$ cat config.mk
export PLATFORM = sky130hd
export DESIGN_NAME = led_drive
export DESIGN_NICKNAME = d
export VERILOG_FILES = /design/src/rtl/led_drive.sv
export SDC_FILE = /design/constraint.sdc
export NUM_CORES = 1
export LEC_CHECK = 0
export BUFFER_PORTS_ARGS = -buffer_cell sky130_fd_sc_hd__buf_4
export CAP_MARGIN = 20
export CORE_MARGIN = 2
export CORE_UTILIZATION = 40
export CTS_CLUSTER_SIZE = 40
export DETAILED_ROUTE_END_ITERATION = 12
export GPL_ROUTABILITY_DRIVEN = 0
export PLACE_DENSITY = 0.58
export SLEW_MARGIN = 20
export SYNTH_ARGS = -nofsm -noshare
export SYNTH_HDL_FRONTEND = slang
export SYNTH_SLANG_ARGS = --single-unit
export TNS_END_PERCENT = 100
$ cat constraint.sdc
create_clock -name clk -period 2.32 [get_ports clk]
set_clock_uncertainty 0.2 [all_clocks]
set_input_delay 0.348 -clock clk [delete_from_list [all_inputs] [get_ports clk]]
set_output_delay 0.348 -clock clk [all_outputs]
set_load 0.005 [all_outputs]
$ cat src/rtl/led_drive.sv
// ============================================================================
// Module   : led_drive
// Brief    : Single-pin LED driver with steady, PWM-dimmed, blink and flash modes.
// Revision : 1.0 - initial release
// ============================================================================
`default_nettype none

module led_drive #(
    parameter int PWM_BITS   = 8,
    parameter int PRESC_DIV  = 50000,
    parameter int PRESC_BITS = 16
) (
    input  logic                clk,
    input  logic                rst,
    input  logic                wr,
    input  logic [1:0]          mode,
    input  logic [PWM_BITS-1:0] duty,
    input  logic [7:0]          period,
    output logic                led,
    output logic                busy,
    output logic                tick
);

    typedef enum logic [1:0] {
        MODE_OFF   = 2'b00,
        MODE_ON    = 2'b01,
        MODE_BLINK = 2'b10,
        MODE_FLASH = 2'b11
    } mode_e;

    localparam logic [PRESC_BITS-1:0] C_PRESC_LAST = PRESC_BITS'(PRESC_DIV - 1);

    mode_e                 mode_q;
    logic [PWM_BITS-1:0]   duty_q;
    logic [7:0]            period_q;
    logic [PRESC_BITS-1:0] presc_q;
    logic [PWM_BITS-1:0]   pwm_cnt_q;
    logic [7:0]            tcnt_q;
    logic                  phase_q;
    logic                  led_q;
    logic                  busy_q;
    logic                  tick_q;

    logic                  presc_wrap;
    logic                  pwm_on;
    logic                  tcnt_last;
    logic                  led_d;

    // The timebase event is taken on the edge where the prescaler wraps; the
    // tick output is the registered image of that same event.
    assign presc_wrap = (presc_q == C_PRESC_LAST);
    assign pwm_on     = (&duty_q) | (pwm_cnt_q < duty_q);
    assign tcnt_last  = (tcnt_q == (period_q - 8'd1));

    always_comb begin
        led_d = 1'b0;
        case (mode_q)
            MODE_ON:    led_d = pwm_on;
            MODE_BLINK: led_d = phase_q & pwm_on;
            MODE_FLASH: led_d = busy_q & pwm_on;
            default:    led_d = 1'b0;
        endcase
    end

    always_ff @(posedge clk) begin
        if (rst) begin
            mode_q    <= MODE_OFF;
            duty_q    <= '0;
            period_q  <= 8'd1;
            presc_q   <= '0;
            pwm_cnt_q <= '0;
            tcnt_q    <= '0;
            phase_q   <= 1'b1;
            led_q     <= 1'b0;
            busy_q    <= 1'b0;
            tick_q    <= 1'b0;
        end else begin
            led_q     <= led_d;
            pwm_cnt_q <= pwm_cnt_q + 1'b1;
            tick_q    <= presc_wrap & ~wr;
            if (wr) begin
                // A write restarts the timebase and suppresses any coincident event.
                mode_q   <= mode_e'(mode);
                duty_q   <= duty;
                period_q <= (period == 8'd0) ? 8'd1 : period;
                presc_q  <= '0;
                tcnt_q   <= '0;
                phase_q  <= 1'b1;
                busy_q   <= (mode == MODE_FLASH);
            end else begin
                presc_q <= presc_wrap ? '0 : presc_q + 1'b1;
                if (presc_wrap) begin
                    case (mode_q)
                        MODE_BLINK: begin
                            if (tcnt_last) begin
                                tcnt_q  <= '0;
                                phase_q <= ~phase_q;
                            end else begin
                                tcnt_q  <= tcnt_q + 8'd1;
                            end
                        end
                        MODE_FLASH: begin
                            if (tcnt_last) begin
                                tcnt_q <= '0;
                                busy_q <= 1'b0;
                                mode_q <= MODE_OFF;
                            end else begin
                                tcnt_q <= tcnt_q + 8'd1;
                            end
                        end
                        default: tcnt_q <= '0;
                    endcase
                end
            end
        end
    end

    assign led  = led_q;
    assign busy = busy_q;
    assign tick = tick_q;

endmodule

`default_nettype wire

==> flow_summary.toml, run 1 <==
[place]
io_buffers = 23
place_area_um2 = 2970
dpl.hpwl_mm = 3.75
placed_cells = 402
dp_slack_ps = -6.24

[worst_setup_path]
crit_fanout = 4
setup.worst_path.class = "reg -> reg"
start_kind = "flip-flop"
worstPathCellList = "buf_4 > or4_4 > a31oi_1 > o31ai_1 > a32oi_2 > and2_4 > and3_4 > o22ai_1"
worstSetupEndpointType = "flip-flop"
regToRegSetupSlack_ps = 40
max_stage_delay_ps = 500
slowest_stage = "or4_4"
required_ps = 2310
crit_arrival_ps = 2270
critical_path.top_delay_family = "simple AND/OR/NAND/NOR gates"
critPathBufInv = 1

[job]
drv_cap = 0

[timing]
post-route-period-util_pct = 98.2
slew_viol_final = 0
setup-violations-final = 0
slew_headroom_pct = 70.3
finalWorstSetupSlack_ps = 41.8
fmax_mhz = 439
tightest_slew_ps = 442
rsz0062_at_grt = "yes"
hold_viol_final = 0
min_period_ps = 2280

[clock_tree]
cts-root-buf = "clkbuf_8"
clkSinkCount = 54
htreeDepth = 2
cts_inserted_buffers = 5
path_clk_slew_ps = 100
cts_tree = "yes"
clockBufferDepth = 2
hold_buffers = 0
clock_latency_ps = 310

[finish]
final_cells = 412
fin_area_um2 = 3130
drive_above_1_share_pct = 17.0
fill_cells = 629
num-nets-final = 366
final_core_util_pct = 48.8
diodes = 0
final_cell_mix = "nor2_1, dfxtp_1, buf_4"
mostFrequentLayoutCell = "nor2_1"
syn_to_final_growth_pct = 16.7

[floorplanning]
start_util_pct = 41.8
num_rows = 29
io-pin-count = 24
die_h_um = 85.9
die_area_um2 = 7380
fp.coreArea_um2 = 6420
die_w_um = 85.9

[status]
status = "finished, final reports clean"

[routing]
initialDrtViolationCount = 60
vias_per_cell = 5.02
wire_per_inst_um = 12.6
via_count = 2068
dr.pass1.iters = 4
wl_mm = 5.19
antenna_left = 0
drc = 0

[power]
pwr-share-clk_pct = 34.8
p_switching_w = 0.000430
ir_drop_uv = 292
p_per_area_nw_per_um2 = 577
power.share.sequential_pct = 54.5
power.leakage_nw = 1.30
combPwrFrac_pct = 10.8
switching_share_pct = 23.8
internal_power_w = 0.00138

[synthesis]
yosys-top-cells-area = "dfxtp_1, nor2_1, mux2i_1"
ys_seq_area_share_pct = 40.3
synth_nets = 337
netlist.area_leader.share_pct = 40.3
synth-seq-cells = 54
synth_cells = 305
syn_avg_cell_area_um2 = 8.80
yosys.area.top_type = "dfxtp_1"
netlist_area_um2 = 2680
synth_cell_type_count = 46
yosys_warnings = 0

[hold_path]
hold_class = "in -> reg"

[global_route]
grt_antenna_before_repair = 0
gr-total-overflow = 0
grt_pass1_wl_mm = 8.91
grt_start_max_net_pins = 31
grt_usage_pct = 14.9
grt_pass1_vias = 1896
==> per-layer routing <==
layer | global-route usage [%] | part of all wire [%] | vias to the layer above
li1 | - | - | 1102
met1 | 21.2 | 53 | 929
met2 | 21.8 | 42 | 32
met3 | 3.85 | 3.6 | 5
met4 | 5.19 | 1.3 | 0
met5 | 0 | 0 | -
==> synth_stat cells, drive strengths merged <==
cell type and instances:
a31oi 1, xor2 16, nand4b 1, nor2b 3
nand3b 4, or2 1, a32oi 1, and2 3
a221oi 1, clkbuf 8, inv 16, o31ai 3
nor4 4, o21ai 7, nand2 17, mux2i 16
nor3b 1, ha 11, xnor2 16, a311o 1
dfxtp 54, a31o 1, a211oi 1, buf 2
nand3 14, a21o 3, nor2 53, and3 10
o21bai 1, nor3 4, o22ai 3, a21oi 6
and4 1, or4 2, o211ai 1, nand2b 3
or3 4, o32ai 1, nand4 9, nor4bb 1
==> logic make-up after synthesis <==
group | Yosys count | share of synthesized area (%)
buffers and inverters | 26 | 3.68
multiplexers | 16 | 5.97
adder cells (fa/ha/maj) | 11 | 5.13
AND/OR/NAND/NOR | 135 | 26.5
flip-flops | 54 | 40.3
XOR/XNOR | 32 | 10.4
AO/OA/AOI/OAI | 31 | 7.98
==> power groups by stage <==
stage,registers (W),logic (W),clock network (W)
2_1_floorplan,0.000996,0.000125,0
3_3_place_gp,0.00100,0.000181,0
3_5_place_dp,0.00100,0.000182,0
4_1_cts,0.000983,0.000186,0.000647
5_1_grt,0.000989,0.000217,0.000686
6_report,0.000984,0.000194,0.000628
==> per-stage QoR <==
step / hold WS, ps / TNS [ps] / total power (W)
detailed placement: 242 / -6.24 / 0.00119
global placement: 237 / 0 / 0.00118
global route: 62.4 / -63.4 / 0.00189
finish: 69.3 / 0 / 0.00181
CTS: 61.0 / 0 / 0.00182
floorplan: 221 / 0 / 0.00112
==> final cells by class <==
cell class	count	area, um^2	area share, %
Tap cell	77	96.3	3.08
Sequential cell	54	1080	34.6
Inverter	16	60.1	1.92
Clock inverter	3	40.0	1.28
Multi-Input combinational cell	225	1540	49.1
Clock buffer	5	68.8	2.20
Timing Repair Buffer	32	244	7.79
==> flip-flops by register name (all words and copies together), names as in the netlist <==
name	flops
presc_q	16
led	1
duty_q	8
mode_q	2
busy	1
pwm_cnt_q	8
phase_q	1
period_q	8
tcnt_q	8
tick	1
==> path summary, 6_finish.rpt <==
check | from | endpoint | cells after the start
worst max-delay path | period_q[1]$_SDFFE_PP0P_ | mode_q[0]$_SDFFE_PP0P_ | 8
worst min-delay path | duty[2] | duty_q[2]$_SDFFE_PP0P_ | 3
worst max register to register | period_q[1]$_SDFFE_PP0P_ | mode_q[0]$_SDFFE_PP0P_ | 8
worst min register to register | pwm_cnt_q[0]$_SDFF_PP0_ | pwm_cnt_q[0]$_SDFF_PP0_ | 1
==> worst reg2reg max path: stages, from the launching register on <==
cell,delay (ps)
dfxtp_2,340
buf_4,140
or4_4,500
a31oi_1,180
o31ai_1,100
a32oi_2,220
and2_4,210
and3_4,190
o22ai_1,70
==> what timing repair did <==
item	CTS	global route
pin swaps	0	4
setup buffers	0	2
gates resized for setup	2	9
endpoints found under the setup margin	2	11
hold endpoints to repair	0	0
(Power assumes the default switching activity.)
==> inputs of run 2 (changes only) <==
GPL_TIMING_DRIVEN = 0   (was default)
==> flow_summary.toml, run 2 (synthesis gave the netlist of run 1 again) <==
[routing]
dr.pass1.iters = 4
vias_per_cell = 5.13
drc = 0
antenna_left = 0
wire_per_inst_um = 12.9
via_count = 2155
wl_mm = 5.44
initialDrtViolationCount = 106

[power]
power.leakage_nw = 1.30
ir_drop_uv = 336
p_per_area_nw_per_um2 = 569

[clock_tree]
clockBufferDepth = 2
hold_buffers = 0
clock_latency_ps = 310
path_clk_slew_ps = 100
cts_inserted_buffers = 5
htreeDepth = 2
cts_tree = "yes"
cts-root-buf = "clkbuf_8"
clkSinkCount = 54

[finish]
drive_above_1_share_pct = 18.4
num-nets-final = 374
mostFrequentLayoutCell = "nor2_1"
seq_area_um2 = 1090
final_cell_mix = "nor2_1, dfxtp_1, buf_4"
final_cells = 420
largest_reg_flops = 16
fin_area_um2 = 3220
multi_input_area_um2 = 1590
syn_to_final_growth_pct = 19.9
diodes = 0
fill_cells = 620
top_register = "presc_q"

[floorplanning]
num_rows = 29
io-pin-count = 24
start_util_pct = 41.8
die_area_um2 = 7380
die_h_um = 85.9
die_w_um = 85.9
fp.coreArea_um2 = 6420

[worst_setup_path]
required_ps = 2310
crit_start = "period_q[0]$_SDFFE_PP1P_"
regToRegSetupSlack_ps = -10
regToRegEndpoint = "mode_q[0]$_SDFFE_PP0P_"
start_kind = "flip-flop"
crit_fanout = 4
cp-endpoint = "mode_q[0]$_SDFFE_PP0P_"
worst_r2r_path_depth = 8
setup.worst_path.class = "reg -> reg"
worstSetupEndpointType = "flip-flop"
r2r-start = "period_q[0]$_SDFFE_PP1P_"
crit_arrival_ps = 2330

[global_route]
grt_usage_pct = 15.9
grt_pass1_vias = 1988
grt_start_max_net_pins = 17
gr-total-overflow = 0
grt_antenna_before_repair = 0
grt_pass1_wl_mm = 9.45

[place]
dpl.hpwl_mm = 3.94
io_buffers = 22
place_area_um2 = 2940
placed_cells = 404

[timing]
slew_viol_final = 0
hold_viol_final = 0
hold_ws_ps = 65.2
post-route-period-util_pct = 101
fmax_mhz = 428
min_period_ps = 2330
setup-violations-final = 1
slew_headroom_pct = 54.9
rsz0062_at_grt = "yes"
tightest_slew_ps = 677
finalWorstSetupSlack_ps = -15.0

[job]
drv_cap = 0

[hold_path]
min_path_cells = 3
hp-start = "duty[7]"
hold_class = "in -> reg"

[status]
violations = "negative setup slack"
status = "finished with violations"
## run 2: worst max-delay path: stages (launching register included)
cell	delay, ps
dfxtp_4	370
buf_6	110
or4_4	520
a31oi_4	190
o31ai_2	80
a32oi_2	260
and2_4	230
and3_4	200
o22ai_1	60
## run 2: stage by stage
step | utilization (%) | worst slack (ps) | setup TNS, ps | total power, W
after floorplan | - | 114 | 0 | 0.00112
after global placement | 45.8 | -85.5 | -372 | 0.00118
after detailed placement | 45.8 | -85.8 | -526 | 0.00119
after CTS | 48.5 | -5.65 | -5.65 | 0.00184
after global routing | 50.1 | -101 | -751 | 0.00192
final | 50.1 | -15.0 | -15.0 | 0.00183
## run 2: layer usage
metal	part of all wire, %	GRT usage, %
met1	52	23.5
met2	43	22.2
met3	4.4	5.00
met4	0.96	4.33
met5	0	0
## run 2: area by class of cell
| cell class | count | area share (%) |
|---|---|---|
| multi-input cells | 225 | 49.4 |
| flip-flops and latches | 54 | 33.8 |
| repair buffers | 30 | 7.24 |
| well taps | 77 | 3.00 |
| clock buffers | 6 | 2.26 |
| inverters | 16 | 1.95 |
| plain buffers | 10 | 1.21 |
| clock inverters | 2 | 1.17 |
## run 2: how the worst min path moves through the flow
stage               slack (ps)                       end
CTS                         60    duty_q[7]$_SDFFE_PP0P_
global placement           240   pwm_cnt_q[0]$_SDFF_PP0_
floorplan                  220   pwm_cnt_q[0]$_SDFF_PP0_
global route                80  period_q[5]$_SDFFE_PP0P_
detailed placement         240   pwm_cnt_q[0]$_SDFF_PP0_
finish                      70    duty_q[7]$_SDFFE_PP0P_
## run 2: where the power goes
| group | internal [W] | switching [W] | total (W) |
|---|---|---|---|
| logic | 0.000114 | 0.0000969 | 0.000211 |
| registers | 0.000954 | 0.0000327 | 0.000987 |
| clock network | 0.000322 | 0.000311 | 0.000633 |
## run 2: what timing repair did
action | in CTS | in global routing
resized for setup | 8 | 15
endpoints found under the setup margin | 11 | 22
endpoints found under the hold margin | 0 | 0
pin swaps | 5 | 14
setup buffers | 5 | 3
